===== config.mk =====
export PLATFORM = sky130hd
export DESIGN_NAME = fp8_normalizer
export DESIGN_NICKNAME = d
export VERILOG_FILES = /design/src/rtl/fp8_normalizer.sv
export SDC_FILE = /design/constraint.sdc
export NUM_CORES = 1
export LEC_CHECK = 0
export BUFFER_PORTS_ARGS = -buffer_cell sky130_fd_sc_hd__clkbuf_2
export CAP_MARGIN = 10
export CORE_MARGIN = 8
export CORE_UTILIZATION = 40
export CTS_CLUSTER_SIZE = 25
export DETAILED_ROUTE_END_ITERATION = 8
export PLACE_DENSITY_LB_ADDON = 0.3
export SYNTH_ARGS = -nofsm -noshare
export SYNTH_HDL_FRONTEND = slang
export SYNTH_SLANG_ARGS = --single-unit

===== constraint.sdc =====
create_clock -name clk -period 5.8 [get_ports clk]
set_clock_uncertainty 0.2 [all_clocks]
set_input_delay 0.29 -clock clk [delete_from_list [all_inputs] [get_ports clk]]
set_output_delay 0.29 -clock clk [all_outputs]
set_load 0.05 [all_outputs]

===== src/rtl/fp8_normalizer.sv =====
// Post-add normalizer: two-stage pipeline that finds the leading one and
// left-justifies the mantissa, clamping the exponent at the subnormal boundary.

// Leading-zero count of an 8-bit value; 0x00 and 0x01 both report 7.
module leading_one_detector_8 (
  input  logic [7:0] mant,
  output logic [2:0] n
);

  // Scan from LSB upward so the highest set bit wins
  always_comb begin
    n = 3'd7;
    for (int i = 0; i < 8; i++) begin
      if (mant[i]) n = 3'(7 - i);
    end
  end

endmodule

module fp8_normalizer #(
  parameter int unsigned EXP_W = 5
) (
  input  logic             clk,
  input  logic             rst,
  input  logic             in_valid,
  output logic             in_ready,
  input  logic             in_sign,
  input  logic [EXP_W-1:0] in_exp,
  input  logic [7:0]       in_mant,
  output logic             out_valid,
  input  logic             out_ready,
  output logic             out_sign,
  output logic [EXP_W-1:0] out_exp,
  output logic [7:0]       out_mant,
  output logic             out_zero,
  output logic             out_subnormal
);

  localparam int unsigned MANT_W = 8;
  localparam int unsigned LZ_W   = 3;

  logic              v1;
  logic              s1_sign;
  logic [EXP_W-1:0]  s1_exp;
  logic [MANT_W-1:0] s1_mant;
  logic              s1_zero;
  logic [LZ_W-1:0]   s1_lz;

  logic [LZ_W-1:0]   lz_c;
  logic              en1;
  logic              en2;

  logic [EXP_W-1:0]  nx_exp;
  logic [MANT_W-1:0] nx_mant;
  logic              nx_zero;
  logic              nx_subnormal;
  logic [LZ_W-1:0]   sub_shift;

  leading_one_detector_8 u_lod (
    .mant (in_mant),
    .n    (lz_c)
  );

  // Stage enables: a stage advances when it is empty or its successor advances
  always_comb begin
    en2      = ~out_valid | out_ready;
    en1      = ~v1 | en2;
    in_ready = en1;
  end

  // Stage 1: capture operands and leading-zero count
  always_ff @(posedge clk) begin
    if (rst) begin
      v1      <= 1'b0;
      s1_sign <= 1'b0;
      s1_exp  <= '0;
      s1_mant <= '0;
      s1_zero <= 1'b0;
      s1_lz   <= '0;
    end else if (en1) begin
      v1      <= in_valid;
      s1_sign <= in_sign;
      s1_exp  <= in_exp;
      s1_mant <= in_mant;
      s1_zero <= (in_mant == '0);
      s1_lz   <= lz_c;
    end
  end

  // Stage 2 datapath: full normalize if exponent allows, else clamp to subnormal
  always_comb begin
    nx_exp       = '0;
    nx_mant      = '0;
    nx_zero      = 1'b0;
    nx_subnormal = 1'b0;
    sub_shift    = '0;
    if (s1_zero) begin
      nx_zero = 1'b1;
    end else if (s1_exp > EXP_W'(s1_lz)) begin
      nx_mant = s1_mant << s1_lz;
      nx_exp  = s1_exp - EXP_W'(s1_lz);
    end else begin
      // exp <= lz here, so exp-1 always fits in the shift width
      sub_shift    = (s1_exp == '0) ? '0 : LZ_W'(s1_exp - EXP_W'(1));
      nx_mant      = s1_mant << sub_shift;
      nx_subnormal = 1'b1;
    end
  end

  // Stage 2 registers drive the outputs directly
  always_ff @(posedge clk) begin
    if (rst) begin
      out_valid     <= 1'b0;
      out_sign      <= 1'b0;
      out_exp       <= '0;
      out_mant      <= '0;
      out_zero      <= 1'b0;
      out_subnormal <= 1'b0;
    end else if (en2) begin
      out_valid     <= v1;
      out_sign      <= s1_sign;
      out_exp       <= nx_exp;
      out_mant      <= nx_mant;
      out_zero      <= nx_zero;
      out_subnormal <= nx_subnormal;
    end
  end

endmodule


==> impl_metrics.yaml <==
finish:
  layout_commonest_cell: "nand2_1"
  syn_to_final_growth_pct: 12.35
  final_cell_mix: "nand2_1, dfxtp_1, clkbuf_2"
  fillCellCount: 481
  final_area_sq_mm: 0.002173
  fin_util_pct: 46.32
  layout-drive-gt1-share_pct: 22.81
  num_antenna_cells: 0
  nets: 286
sta:
  fmax_ghz: 0.3183
  min_period_ns: 3.141
  relSlewSlack_pct: 37.64
  tightest_slew_ns: 0.9336
  fin_tns_setup_ns: 0
  hold_viol: 0
  fin_crit_sh_pct: 54.16
  rsz0062_at_grt: "no"
  setup_viol: 0
  slew_violations: 0
critical_path:
  cp_top_family: "compound AO/OA/AOI/OAI gates"
  end_kind: "register"
  cp_max_fo: 13
  critical_path_required_ns: 5.83
  cp-start-kind: "register"
  crit_path_max_incr_delay_ns: 0.80
  cpMaxStageDelayCell: "a211oi_2"
  cp.arrival_ns: 3.17
  crit_type: "register to register"
  worstPathCellList: "inv_1 -> ha_1 -> a21oi_1 -> a211oi_1 -> a211oi_2 -> a221oi_1 -> mux2_4 -> nor4_1 -> or3_1"
  path_buf_inv: 1
run_status:
  status: "finished clean"
clock_network:
  postCtsHoldBufs: 0
  cts_made_buffers: 5
  cts_tree: "built"
  insertion_delay_ns: 0.28
  cts_resized: 0
  cts_sinks: 36
  cts_root_buffer: "clkbuf_8"
  clk_pin_slew_ns: 0.07
  post_cts_buffers: 0
  cts_buffer_depth: 2
  cts_htree_levels: 2
synthesis:
  synth_edf_count: 0
  ys.flop_type: "dfxtp_1"
  syn-cell-area_sq_mm: 0.001934
  syn_area_per_cell_sq_um: 8.374
  syn-instance-count: 231
  synth-warning-count: 0
  async_reset_ff_share_pct: 0
  ys_ff_latch: 36
  syn_nets: 254
  synth.distinct_cells: 49
  yosysSeqAreaShare_pct: 37.26
route:
  vias_per_cell: 5.303
  drcViolationCount: 0
  routed_wl_um: 4466
  wl_per_cell_um: 14.09
  vias: 1681
  ant_nets: 0
  drt-initial-drc-count: 125
  firstDrtPassIters: 4
power:
  p_leak_uw: 0.0009708
  pwr_density_cell_mw_per_mm2: 275.7
  irDropWorstVdd_v: 0.0001126
worst_hold_path:
  min_path_type: "primary input to register"
floorplan:
  fp-row-count: 25
  die-width_um: 85.54
  initial_utilization_pct: 41.23
  die_height_um: 85.54
  die_area_sq_mm: 0.007317
  core-area_sq_mm: 0.004692
  io_pins: 36
global_route:
  grt_pass1_wl_um: 7783
  grtUsageTotal_pct: 12.92
  grt_max_degree: 41
  antenna_found_initial: 0
  grt_overflow: 0
  grt_pass1_vias: 1702
placement:
  dpl.hpwl_um: 3379
  post_dp_cell_area_sq_mm: 0.002092
  io_buffer_count: 35
  routabilityCongestion: 0.8571
job:
  cap_viol_max_count: 0
[kinds of logic after synthesis]
| group | count (synthesis) | synth area share (%) |
|---|---|---|
| buffers and inverters | 19 | 6.532 |
| AOI/OAI and AO/OA | 55 | 19.08 |
| adders and majority gates | 5 | 3.622 |
| DFF | 36 | 37.26 |
| xor gates and xnor gates | 3 | 1.359 |
| muxes | 13 | 7.956 |
| and+or+nand+nor | 100 | 24.19 |
[metal layers]
metal / wire length, um / track usage [%] / part of all wire, %
met5: 0 / 0 / 0
met4: 76 / 4.936 / 1.7
met3: 236 / 4.011 / 5.3
met2: 2051 / 21.02 / 46
met1: 2101 / 15.52 / 47
[worst paths after layout]
check	cells past startpoint	end	from	slack, ns
min	3	v1$_SDFFE_PP0P_	in_valid	0.02
min reg2reg	2	s1_sign$_SDFFE_PP0P_	s1_sign$_SDFFE_PP0P_	0.25
max	9	out_mant[7]$_SDFFE_PP0P_	s1_lz[2]$_SDFFE_PP0P_	2.66
max reg2reg	9	out_mant[7]$_SDFFE_PP0P_	s1_lz[2]$_SDFFE_PP0P_	2.66
[synthesized netlist by cell type, drive strengths merged (4+ instances only)]
master   n  share of area, %
nor2    28               5.4
ha       4               2.6
clkbuf   9               3.8
nand2   38               7.4
a22oi    7               2.7
mux2i   10               5.8
nor3     5               1.3
a21o     5               2.2
dfxtp   36                37
a21oi   26               6.7
nor2b    4               1.3
nand3    4               1.0
inv      6               1.2
nand3b   4               1.6
nor4     4               1.3
[where the power goes]
part	total (uW)	switching [uW]	leakage [uW]	internal [uW]
Clock	168	86.6	0.0000400	81.2
Combinational	154	99.5	0.000634	55.0
Sequential	277	12.7	0.000297	264
[through the flow]
stage | setup WS [ns] | total power, uW | std cells | hold slack, ns
6_report | 2.659 | 599.3 | 317 | 0.01760
5_1_grt | 2.326 | 634.5 | 317 | 0.02502
4_1_cts | 2.714 | 604.4 | 317 | 0.01268
3_5_place_dp | 2.747 | 437.3 | 310 | 0.2459
3_3_place_gp | 2.886 | 434.9 | 310 | 0.2421
2_1_floorplan | 3.093 | 407.1 | 231 | 0.2107
[tightest hold or removal path, stage by stage]
cell,delay (ns)
clkbuf_2,0.08
nor2_1,0.03
nor2_1,0.06
[registers in the layout, indices dropped and copies added, names as in the netlist, 3 cells and up]
register / cells
out_mant: 8
s1_mant: 8
out_exp: 5
s1_exp: 5
s1_lz: 3
[layout make-up]
class / instances / area (sq um) / share of cell area [%]
Inverter: 7 / 26.28 / 1.209
Timing Repair Buffer: 37 / 190.2 / 8.751
Clock buffer: 5 / 68.82 / 3.166
Multi-Input combinational cell: 176 / 1087 / 50.03
Sequential cell: 36 / 720.7 / 33.16
Clock inverter: 2 / 12.51 / 0.5757
Tap cell: 54 / 67.56 / 3.109
(Power assumes the default switching activity.)
